File: src/rtl/arb_pkg.sv
// Shared types and constants for the riscv32b single-port memory arbiter.
package arb_pkg;

   // Default widths of the unified memory port.
   localparam int unsigned DefAw = 32;
   localparam int unsigned DefDw = 32;

   // Arbiter FSM states.
   typedef enum logic [1:0] {
      StIdle  = 2'd0,
      StIBusy = 2'd1,
      StDBusy = 2'd2
   } arb_state_e;

   // Grant encoding; also the reset value of last_gnt is GNT_I.
   typedef enum logic {
      GNT_I = 1'b0,
      GNT_D = 1'b1
   } arb_gnt_e;

   // Data wins when it is the only requester, or on a tie when instr was granted last.
   function automatic logic pick_data(input logic i_req, input logic d_req,
                                      input arb_gnt_e last_gnt);
      return d_req & (~i_req | (last_gnt == GNT_I));
   endfunction

endpackage

File: src/rtl/arb_timeout.sv
// Busy-cycle watchdog for mem_arbiter: counts cycles a granted transaction has
// waited for m_ack and flags expiry once the count reaches TIMEOUT.
module arb_timeout #(
   parameter int unsigned TIMEOUT = 255
) (
   input  logic clk,
   input  logic rstn,
   input  logic clr,
   input  logic en,
   output logic expired
);

   localparam int unsigned CW = (TIMEOUT < 1) ? 1 : $clog2(TIMEOUT + 1);
   localparam logic [CW-1:0] Limit = CW'(TIMEOUT);

   logic [CW-1:0] cnt_q;
   logic [CW-1:0] cnt_d;

   assign expired = (cnt_q == Limit);

   // Clear wins over enable; hold at the limit so the count never wraps.
   always_comb begin
      cnt_d = cnt_q;
      if (clr) begin
         cnt_d = '0;
      end else if (en && !expired) begin
         cnt_d = cnt_q + 1'b1;
      end
   end

   // Counter register.
   always_ff @(posedge clk or negedge rstn) begin
      if (!rstn) begin
         cnt_q <= '0;
      end else begin
         cnt_q <= cnt_d;
      end
   end

endmodule

File: src/rtl/mem_arbiter.sv
// Single-port memory arbiter: shares one registered req/ack memory port between
// instruction fetch and load/store, alternating grants on ties.
// Optional feature: define ARB_TIMEOUT_EN to enable the transaction watchdog and
// the sticky bus_err flag; otherwise busy states wait forever and bus_err is 0.
module mem_arbiter
   import arb_pkg::*;
#(
   parameter int unsigned AW      = DefAw,
   parameter int unsigned DW      = DefDw,
   parameter int unsigned TIMEOUT = 255
) (
   input  logic          clk,
   input  logic          rstn,
   // instruction fetch requester
   input  logic          i_req,
   input  logic [AW-1:0] i_addr,
   output logic [DW-1:0] i_rdata,
   output logic          i_ack,
   // load/store requester
   input  logic          d_req,
   input  logic          d_we,
   input  logic [AW-1:0] d_addr,
   input  logic [DW-1:0] d_wdata,
   output logic [DW-1:0] d_rdata,
   output logic          d_ack,
   // unified memory port
   output logic          m_req,
   output logic          m_we,
   output logic [AW-1:0] m_addr,
   output logic [DW-1:0] m_wdata,
   input  logic [DW-1:0] m_rdata,
   input  logic          m_ack,
   // core-facing status
   output logic          stall,
   output logic          bus_err
);

   // A zero limit would expire in the grant's first busy cycle.
   if (TIMEOUT == 0) begin : g_bad_timeout
      $error("mem_arbiter: TIMEOUT must be nonzero");
   end

   arb_state_e    state_q, state_d;
   arb_gnt_e      last_gnt_q, last_gnt_d;
   logic          m_req_q, m_req_d;
   logic          m_we_q, m_we_d;
   logic [AW-1:0] m_addr_q, m_addr_d;
   logic [DW-1:0] m_wdata_q, m_wdata_d;

   logic busy;
   logic i_sel;
   logic d_sel;
   logic tmo;
   logic done;

   assign busy  = (state_q != StIdle);
   assign i_sel = (state_q == StIBusy);
   assign d_sel = (state_q == StDBusy);

`ifdef ARB_TIMEOUT_EN
   logic expired;
   logic bus_err_q;

   arb_timeout #(
      .TIMEOUT (TIMEOUT)
   ) u_timeout (
      .clk     (clk),
      .rstn    (rstn),
      .clr     (~busy),
      .en      (busy & ~m_ack),
      .expired (expired)
   );

   // A late m_ack landing on the expiry cycle is still a normal completion.
   assign tmo = busy & expired & ~m_ack;

   // Sticky error: only reset clears it.
   always_ff @(posedge clk or negedge rstn) begin
      if (!rstn) begin
         bus_err_q <= 1'b0;
      end else if (tmo) begin
         bus_err_q <= 1'b1;
      end
   end

   assign bus_err = bus_err_q;
`else
   assign tmo     = 1'b0;
   assign bus_err = 1'b0;
`endif

   assign done = busy & (m_ack | tmo);

   // Next-state and registered memory-port values.
   always_comb begin
      state_d    = state_q;
      last_gnt_d = last_gnt_q;
      m_req_d    = m_req_q;
      m_we_d     = m_we_q;
      m_addr_d   = m_addr_q;
      m_wdata_d  = m_wdata_q;
      unique case (state_q)
         StIdle: begin
            if (pick_data(i_req, d_req, last_gnt_q)) begin
               state_d    = StDBusy;
               last_gnt_d = GNT_D;
               m_req_d    = 1'b1;
               m_we_d     = d_we;
               m_addr_d   = d_addr;
               m_wdata_d  = d_wdata;
            end else if (i_req) begin
               state_d    = StIBusy;
               last_gnt_d = GNT_I;
               m_req_d    = 1'b1;
               m_we_d     = 1'b0;
               m_addr_d   = i_addr;
            end
         end
         StIBusy, StDBusy: begin
            // m_* stay frozen for the whole transaction; only m_req drops at the end.
            if (done) begin
               state_d = StIdle;
               m_req_d = 1'b0;
            end
         end
         default: begin
            state_d = StIdle;
            m_req_d = 1'b0;
         end
      endcase
   end

   // State and memory-port registers.
   always_ff @(posedge clk or negedge rstn) begin
      if (!rstn) begin
         state_q    <= StIdle;
         last_gnt_q <= GNT_I;
         m_req_q    <= 1'b0;
         m_we_q     <= 1'b0;
         m_addr_q   <= '0;
         m_wdata_q  <= '0;
      end else begin
         state_q    <= state_d;
         last_gnt_q <= last_gnt_d;
         m_req_q    <= m_req_d;
         m_we_q     <= m_we_d;
         m_addr_q   <= m_addr_d;
         m_wdata_q  <= m_wdata_d;
      end
   end

   // Requester acks and read data, combinational from the memory response.
   always_comb begin
      i_ack   = i_sel & (m_ack | tmo);
      d_ack   = d_sel & (m_ack | tmo);
      i_rdata = (i_sel & m_ack) ? m_rdata : '0;
      d_rdata = (d_sel & m_ack) ? m_rdata : '0;
      stall   = (i_req & ~i_ack) | (d_req & ~d_ack);
   end

   assign m_req   = m_req_q;
   assign m_we    = m_we_q;
   assign m_addr  = m_addr_q;
   assign m_wdata = m_wdata_q;

endmodule

File: config.mk
export PLATFORM = sky130hd
export DESIGN_NAME = mem_arbiter
export DESIGN_NICKNAME = d
export VERILOG_FILES = /design/src/rtl/arb_pkg.sv /design/src/rtl/arb_timeout.sv /design/src/rtl/mem_arbiter.sv
export SDC_FILE = /design/constraint.sdc
export NUM_CORES = 1
export LEC_CHECK = 0
export CAP_MARGIN = 10
export CORE_MARGIN = 3
export CORE_UTILIZATION = 35
export CTS_BUF_LIST = sky130_fd_sc_hd__clkbuf_2 sky130_fd_sc_hd__clkbuf_4 sky130_fd_sc_hd__clkbuf_8
export DETAILED_ROUTE_END_ITERATION = 7
export PLACE_DENSITY_LB_ADDON = 0.12
export SLEW_MARGIN = 5
export SYNTH_ARGS = -nofsm -noshare
export SYNTH_HDL_FRONTEND = slang
export SYNTH_SLANG_ARGS = --single-unit
File: constraint.sdc
create_clock -name clk -period 2.01 [get_ports clk]
set_input_delay 0.402 -clock clk [delete_from_list [all_inputs] [get_ports clk]]
set_output_delay 0.402 -clock clk [all_outputs]
set_load 0.05 [all_outputs]
==> flow_summary.json, run 1 <==
{
  "nFillCells": 610,
  "rsz0062_at_grt": "true",
  "post-place-cells": 737,
  "cts_root_buffer": "clkbuf_8",
  "port_buffers": 266,
  "vias": 3710,
  "cts.sink_count": 69,
  "antenna-diode-count": 0,
  "hold_class": "primary input to async pin",
  "cp-start-kind": "flip-flop",
  "synthesis.area_sq_mm": 0.00351,
  "status": "finished clean",
  "drc": 0,
  "grt_pass1_vias": 3778,
  "cts_buffers": 9,
  "finalHoldViolations": 0,
  "drive_gt1_frac": 0.310,
  "cts_buffer_depth": 2,
  "dieArea_sq_mm": 0.0113,
  "netlist_instances": 349,
  "die_h_um": 106,
  "max-vdd-ir-drop_mv": 1.02,
  "ios": 268,
  "ant_nets": 0,
  "synth.distinct_cells": 27,
  "layout_commonest_cell": "clkdlybuf4s50_1",
  "overflow": 0,
  "via_per_inst": 4.92,
  "setup.worst_path.class": "flip-flop to primary output",
  "fp.dieW_um": 106,
  "holdBufCountCts": 0,
  "skew_ns": 0.0184,
  "antenna_found_initial": 0,
  "area_growth_pct": 115,
  "drv_cap": 0,
  "avgRoutedWirePerCell_um": 19.0,
  "end_kind": "primary output",
  "cts_max_level": 3,
  "ff2ff_path_depth": 5,
  "clock_latency_ns": 0.34,
  "leakagePower_uw": 0.00331,
  "wirelength_um": 14300,
  "power.density_mw_per_mm2": 1530,
  "initial_core_util": 0.369,
  "critPathMaxFanout": 3,
  "grt_pass1_wl_um": 21700,
  "min_period_over_period": 0.981,
  "cp.arrival_ns": 1.57,
  "hpwlAfterDp_um": 11100,
  "worstPathRequired_ns": 1.61,
  "clkTransAtPathRegs_ns": 0.09,
  "final_nets": 758,
  "fmax_mhz": 507,
  "report.final.slew_viol_count": 0,
  "ys_ff_latch": 69,
  "worst_pin_slew_ns": 0.558,
  "drt_first_pass_iters": 4,
  "power_uw": 11500,
  "std_cell_rows": 35,
  "coreArea_sq_mm": 0.00950,
  "final_cell_mix": "clkdlybuf4s50_1, buf_12, dfrtp_1",
  "place.gp.congestion": 0.791,
  "grt_max_degree": 70,
  "avgSynthCellArea_sq_um": 10.0,
  "slew_headroom": 0.627,
  "fin_cells": 754,
  "synth_fp_nets": 487,
  "ys_seq_area_frac": 0.493,
  "grt.total_usage": 0.245,
  "yosys_warnings": 0,
  "setup_violations": 0,
  "cts_tree": "yes",
  "min_period_ns": 1.97,
  "drt_iter0_markers": 158
}
[state kept, by name, indices dropped and copies added (netlist names)]
name / cells
state_q: 2
last_gnt_q: 1
m_addr: 32
m_we: 1
m_req: 1
m_wdata: 32
[path summary, 6_finish.rpt]
path | from | slack [ns] | endpoint
setup / recovery | state_q[0]$_DFFE_PN0P_ | 0.04 | stall
hold / removal | rstn | 0.06 | m_wdata[6]$_DFFE_PN0P_
setup reg to reg | state_q[1]$_DFFE_PN0P_ | 0.37 | m_req$_DFFE_PN0P_
hold reg to reg | m_we$_DFFE_PN0P_ | 0.51 | m_we$_DFFE_PN0P_
max in group asynchronous | rstn | 1.62 | last_gnt_q$_DFFE_PN0P_
min in group clk | m_we$_DFFE_PN0P_ | 0.51 | m_we$_DFFE_PN0P_
[per-stage QoR]
step / cell area, sq um / setup WS (ns) / hold slack (ns) / util / setup TNS [ns]
floorplan: 3510 / 0.0924 / 0.106 / - / 0
global placement: 7080 / 0.0545 / 0.452 / 0.745 / 0
detailed placement: 7080 / -0.0172 / 0.456 / 0.745 / -0.0172
CTS: 7360 / -0.0203 / 0.0733 / 0.775 / -0.200
global route: 7530 / -0.0227 / 0.0828 / 0.792 / -0.213
finish: 7530 / 0.0373 / 0.0634 / 0.792 / 0
[where the power goes]
group	total (uW)	internal, uW	switching [uW]	leakage [uW]
Clock	1140	577	562	0.0000996
Combinational	7880	3170	4700	0.00242
Sequential	2500	2100	401	0.000797
Total	11500	5850	5670	0.00331
[layout make-up]
cell class / instances / area (sq um) / share of cell area
timing repair buffer: 290 / 3580 / 0.475
multi-input combinational: 246 / 1850 / 0.246
sequential: 69 / 1730 / 0.229
tap: 129 / 161 / 0.0214
clock buffer: 9 / 124 / 0.0165
clock inverter: 7 / 73.8 / 0.00980
inverter: 4 / 15.0 / 0.00199
[kinds of logic after synthesis]
kind of cell / after synthesis / synth area share
other: 1 / 0.00107
multiplexers: 35 / 0.143
adder cells (fa/ha/maj): 4 / 0.0143
flip-flops: 69 / 0.493
buffers and inverters: 34 / 0.0450
AO/OA/AOI/OAI: 73 / 0.113
AND/OR/NAND/NOR: 133 / 0.191
[critical path, cell delays in order (launching register included)]
cell and delay, ns:
dfrtp_1 0.39, buf_4 0.15, ha_4 0.17, and2_1 0.18, o22ai_2 0.19, buf_12 0.17
[layer usage]
metal | wire [um] | up-vias | share of wire | global-route usage
li1 | - | 1752 | - | -
met1 | 5230 | 1781 | 0.37 | 0.275
met2 | 7670 | 159 | 0.54 | 0.446
met3 | 1130 | 18 | 0.079 | 0.0753
met4 | 290 | 0 | 0.020 | 0.0703
met5 | 0 | - | 0 | 0
[repair_timing]
item,CTS,global route
resized for setup,21,33
endpoints found under the hold margin,0,0
buffers inserted,0,1
endpoints found under the setup margin,60,66
[synthesized netlist by cell type]
| library cell | n | area share |
|---|---|---|
| a21bo_2 | 1 | 0.0029 |
| a21boi_4 | 1 | 0.0054 |
| a21oi_1 | 65 | 0.093 |
| a31oi_1 | 1 | 0.0018 |
| a32o_1 | 1 | 0.0029 |
| a32oi_1 | 1 | 0.0025 |
| and2_1 | 2 | 0.0036 |
| and3_1 | 64 | 0.11 |
| buf_1 | 3 | 0.0032 |
| buf_2 | 3 | 0.0043 |
| buf_4 | 1 | 0.0021 |
| buf_6 | 3 | 0.0096 |
| clkbuf_1 | 20 | 0.021 |
| conb_1 | 1 | 0.0011 |
| dfrtp_1 | 69 | 0.49 |
| ha_1 | 4 | 0.014 |
| inv_1 | 4 | 0.0043 |
| mux2_2 | 4 | 0.013 |
| mux2_4 | 29 | 0.12 |
| mux2i_1 | 2 | 0.0057 |
| nand2_1 | 33 | 0.035 |
| nand2_2 | 1 | 0.0018 |
| nand2b_1 | 1 | 0.0018 |
| nor2_1 | 32 | 0.034 |
| o21a_1 | 1 | 0.0021 |
| o21ai_1 | 1 | 0.0014 |
| o22ai_1 | 1 | 0.0018 |
(Power assumes the default switching activity.)
==> run 2: changes to the inputs <==
clock period = 2 ns   (was 2.01 ns; I/O delays follow)
==> run 2 against run 1 <==
Net effect: sequential share of layout area fell by 0.27 points; die area did not move; design area rose by 1.2%; core utilization rose by 0.93 points; sequential cell count did not move; combinational power rose by 2%; count of clock-buffer cells in the layout did not move; clock skew fell by 0.0019 ns; routed wire length rose by 4.8%; critical path type unchanged.
==> flow_summary.json, run 2 (synthesis gave the netlist of run 1 again) <==
{
  "final_nets": 760,
  "overflow": 0,
  "crit_path_start": "state_q[0]$_DFFE_PN0P_",
  "area_growth_pct": 117,
  "port_buffers": 266,
  "cts_buffer_depth": 2,
  "drc": 0,
  "clock_latency_ns": 0.35,
  "worst_path_largest_cell_delay_ns": 0.40,
  "cp_top_family": "buffers and inverters",
  "cts_buffers": 9,
  "setup_violations": 0,
  "status": "finished clean",
  "r2r-start": "state_q[1]$_DFFE_PN0P_",
  "finalHoldViolations": 0,
  "crit_end": "i_rdata[14]",
  "rsz0062_at_grt": "true",
  "max-vdd-ir-drop_mv": 0.977,
  "end_kind": "primary output",
  "cts_root_buffer": "clkbuf_8",
  "leakagePower_uw": 0.00336,
  "dieArea_sq_mm": 0.0113,
  "ff2ff_path_depth": 6,
  "drv_cap": 0,
  "crit_slowest_cell": "dfrtp_1",
  "worst_hold_slack_ns": 0.0502,
  "wirelength_um": 15000,
  "antenna_found_initial": 1,
  "place_ws_ns": 0.0279,
  "vias": 3793,
  "grt_pass1_wl_um": 22300,
  "fmax_mhz": 503,
  "report.final.slew_viol_count": 0,
  "cts_tree": "yes",
  "multi_input_comb_area_sq_mm": 0.00187,
  "final_cell_mix": "clkdlybuf4s50_1, buf_12, dfrtp_1",
  "crit_chain": "buf_4 -> ha_4 -> buf_12 -> and3_1 -> buf_12",
  "critPathMaxFanout": 22,
  "power.density_mw_per_mm2": 1560,
  "die_h_um": 106,
  "cts.sink_count": 69,
  "coreArea_sq_mm": 0.00950,
  "hpwlAfterDp_um": 11200,
  "worstPathRequired_ns": 1.60,
  "drive_gt1_frac": 0.314,
  "nFillCells": 604,
  "drt_iter0_markers": 115,
  "grt_pass1_vias": 3923,
  "power_uw": 11900,
  "grt.total_usage": 0.252,
  "worst-path-buf-inv": 3,
  "layout_commonest_cell": "clkdlybuf4s50_1",
  "cp.arrival_ns": 1.59,
  "min_period_over_period": 0.994,
  "drt_first_pass_iters": 5,
  "hold_class": "primary input to async pin",
  "regArea_sq_mm": 0.00173,
  "worst_pin_slew_ns": 0.551,
  "rrSetupSlack_ns": 0.19,
  "cts_max_level": 3,
  "std_cell_rows": 35,
  "ios": 268,
  "initial_core_util": 0.369,
  "via_per_inst": 5.01,
  "grt_max_degree": 70,
  "layout_setup_ws_ns": 0.0113,
  "place.gp.congestion": 0.789,
  "critPathMostFrequentCell": "buf_12",
  "min_period_ns": 1.99,
  "slew_headroom": 0.632,
  "cp_num_cells": 5,
  "setup.worst_path.class": "flip-flop to primary output",
  "clkTransAtPathRegs_ns": 0.10,
  "worst_r2r_endpoint": "m_req$_DFFE_PN0P_",
  "ant_nets": 0,
  "fp.dieW_um": 106,
  "cp-start-kind": "flip-flop",
  "avgRoutedWirePerCell_um": 19.8,
  "skew_ns": 0.0165
}
==> run 2: cell type report <==
type,instances,share of cell area
antenna,1,0.000328
timing repair buffer,292,0.475
clock buffer,9,0.0163
inverter,4,0.00197
tap,129,0.0212
multi-input combinational,246,0.245
clock inverter,7,0.0135
sequential,69,0.227
==> run 2: per-layer routing <==
layer  vias up  global-route usage  share of wire
met3        24              0.0826          0.072
met2       173               0.468           0.54
li1       1757                   -              -
met5         -                   0              0
met1      1839               0.272           0.37
met4         0              0.0740          0.021
==> run 2: metrics by stage <==
stage | cells | utilization | setup TNS [ns] | area (sq um)
floorplan | 349 | - | 0 | 3510
global placement | 737 | 0.746 | 0 | 7090
detailed placement | 737 | 0.746 | 0 | 7090
CTS | 754 | 0.787 | 0 | 7480
global route | 757 | 0.802 | -0.340 | 7620
finish | 757 | 0.802 | 0 | 7620
==> run 2: where the power goes <==
| part | leakage, uW | total, uW | switching [uW] | internal (uW) |
|---|---|---|---|---|
| registers | 0.000797 | 2530 | 417 | 2110 |
| clock network | 0.000111 | 1320 | 602 | 720 |
| logic | 0.00245 | 8030 | 4780 | 3250 |
==> run 2: worst min-delay path by stage <==
stage	startpoint	to	slack [ns]	cells past startpoint
CTS	rstn	m_wdata[10]$_DFFE_PN0P_	0.07	2
finish	rstn	m_wdata[4]$_DFFE_PN0P_	0.05	2
floorplan	rstn	last_gnt_q$_DFFE_PN0P_	0.10	0
global placement	rstn	m_wdata[10]$_DFFE_PN0P_	0.45	2
detailed placement	rstn	m_wdata[4]$_DFFE_PN0P_	0.45	2
global route	rstn	m_wdata[4]$_DFFE_PN0P_	0.06	2
==> run 2: repair_timing <==
item,in CTS,in global routing
buffers inserted,1,2
setup endpoints to repair,64,67
hold buffers,0,0
gates resized for setup,35,24
pin swaps,0,1
==> run 3: changes to the inputs <==
CELL_PAD_IN_SITES_DETAIL_PLACEMENT = 0   (was not set)
CELL_PAD_IN_SITES_GLOBAL_PLACEMENT = 2   (was not set)
CORE_UTILIZATION = 18   (was 35)
CTS_CLUSTER_DIAMETER = 40   (was not set)
==> run 3 against run 2 <==
Net effect: critical path depth did not move; combinational power rose by 2%; register-to-register slack got worse by 0.04 ns; power fell by 0.14%; die area rose by 88%; final cell count rose by 17%; highest routed layer unchanged.
==> flow_summary.json, run 3 (synthesis gave the netlist of run 1 again) <==
{
  "status": "finished clean",
  "min_period_over_period": 0.995,
  "end_kind": "primary output",
  "max-vdd-ir-drop_mv": 0.619,
  "grt_use_met3": 0.0492,
  "cts_max_level": 3,
  "via_per_inst": 4.16,
  "nFillCells": 1824,
  "worst_path_largest_cell_delay_ns": 0.52,
  "antenna_found_initial": 0,
  "use_met1": 0.158,
  "grt_max_degree": 36,
  "dieArea_sq_mm": 0.0212,
  "cts_buffer_depth": 2,
  "wirelength_um": 15700,
  "die_h_um": 146,
  "ant_nets": 0,
  "vias": 3694,
  "fin_util": 0.421,
  "leakagePower_uw": 0.00343,
  "hold_class": "flip-flop to flip-flop",
  "slew_headroom": 0.634,
  "cts_buffers": 9,
  "grt_pass1_wl_um": 23900,
  "coreArea_sq_mm": 0.0189,
  "worst_pin_slew_ns": 0.548,
  "area_growth_pct": 127,
  "port_buffers": 266,
  "cts_tree": "yes",
  "fmax_mhz": 503,
  "rsz0062_at_grt": "true",
  "std_cell_rows": 50,
  "final_nets": 763,
  "drc": 0,
  "cp.arrival_ns": 1.59,
  "drv_cap": 0,
  "fin_setup_tns_ns": 0,
  "layout_setup_ws_ns": 0.0108,
  "finalHoldViolations": 0,
  "crit_slowest_cell": "clkdlybuf4s50_1",
  "clkTransAtPathRegs_ns": 0.08,
  "initial_core_util": 0.186,
  "critPathMaxFanout": 22,
  "met2_usage": 0.259,
  "worstPathRequired_ns": 1.60,
  "skew_ns": 0.0156,
  "hpwlAfterDp_um": 11500,
  "critPathMostFrequentCell": "buf_12",
  "final_cell_mix": "clkdlybuf4s50_1, buf_12, dfrtp_1",
  "drt_iter0_markers": 87,
  "place_ws_ns": 0.0132,
  "drt_first_pass_iters": 4,
  "report.final.slew_viol_count": 0,
  "crit_chain": "clkdlybuf4s50_1 -> buf_6 -> buf_12 -> and3_1 -> buf_12",
  "setup_violations": 0,
  "cts_root_buffer": "clkbuf_8",
  "antenna-diode-count": 0,
  "grt_pass1_vias": 3874,
  "place.gp.congestion": 0.720,
  "cts.sink_count": 69,
  "grt.total_usage": 0.144,
  "overflow": 0,
  "power.density_mw_per_mm2": 1490,
  "ios": 268,
  "min_period_ns": 1.99,
  "avgRoutedWirePerCell_um": 17.7,
  "setup.worst_path.class": "primary input to primary output",
  "busiest_layer": "met2",
  "fp.dieW_um": 146,
  "drive_gt1_frac": 0.355,
  "layout_commonest_cell": "clkdlybuf4s50_1",
  "cp-start-kind": "primary input",
  "clock_latency_ns": 0.36
}
run 3: timing repair:
item	CTS	global route
gates resized for setup	31	57
endpoints found under the hold margin	4	0
pin swaps	0	11
setup endpoints to repair	64	76
gates cloned	1	1
hold buffers	1	0
buffers inserted	1	6
run 3: layout make-up:
class,count,area (sq um),area share
Clock buffer,10,138,0.0173
Clock inverter,4,50.0,0.00629
Inverter,4,15.0,0.00189
Multi-Input combinational cell,246,1970,0.247
Sequential cell,69,1730,0.217
Tap cell,260,325,0.0409
Timing Repair Buffer,295,3740,0.469
run 3: worst max-delay path, delay by kind of cell:
| kind | cells | cell delay [ns] |
|---|---|---|
| buf+inv | 4 | 0.98 |
| simple gates | 1 | 0.20 |
run 3: metrics by stage:
stage | hold slack, ns | std cells | area (sq um) | power, uW
floorplan | 0.104 | 349 | 3510 | 7210
global placement | 0.421 | 864 | 7260 | 10300
detailed placement | 0.419 | 864 | 7260 | 10400
CTS | 0.510 | 881 | 7630 | 11800
global route | 0.525 | 888 | 7960 | 12400
finish | 0.503 | 888 | 7960 | 11900
run 3: where the power goes:
part	total [uW]	leakage [uW]	internal (uW)	switching [uW]
combinational	8220	0.00254	3380	4840
sequential	2500	0.000797	2110	386
clock	1150	0.0000902	594	554
run 3: layer usage:
metal / part of all wire / up-vias
met2: 0.53 / 142
met4: 0.023 / 0
met1: 0.39 / 1770
li1: - / 1757
met3: 0.064 / 25
met5: 0 / -
run 3: path summary, 6_finish.rpt:
path / startpoint / endpoint / slack [ns] / cells past startpoint
setup / recovery: m_ack / i_rdata[26] / 0.01 / 5
max in group asynchronous: rstn / m_addr[17]$_DFFE_PN0P_ / 0.91 / 3
setup reg to reg: state_q[1]$_DFFE_PN0P_ / m_req$_DFFE_PN0P_ / 0.15 / 7
hold / removal: m_we$_DFFE_PN0P_ / m_we$_DFFE_PN0P_ / 0.50 / 1
min in group asynchronous: rstn / m_addr[27]$_DFFE_PN0P_ / 0.55 / 2
hold reg to reg: m_we$_DFFE_PN0P_ / m_we$_DFFE_PN0P_ / 0.50 / 1
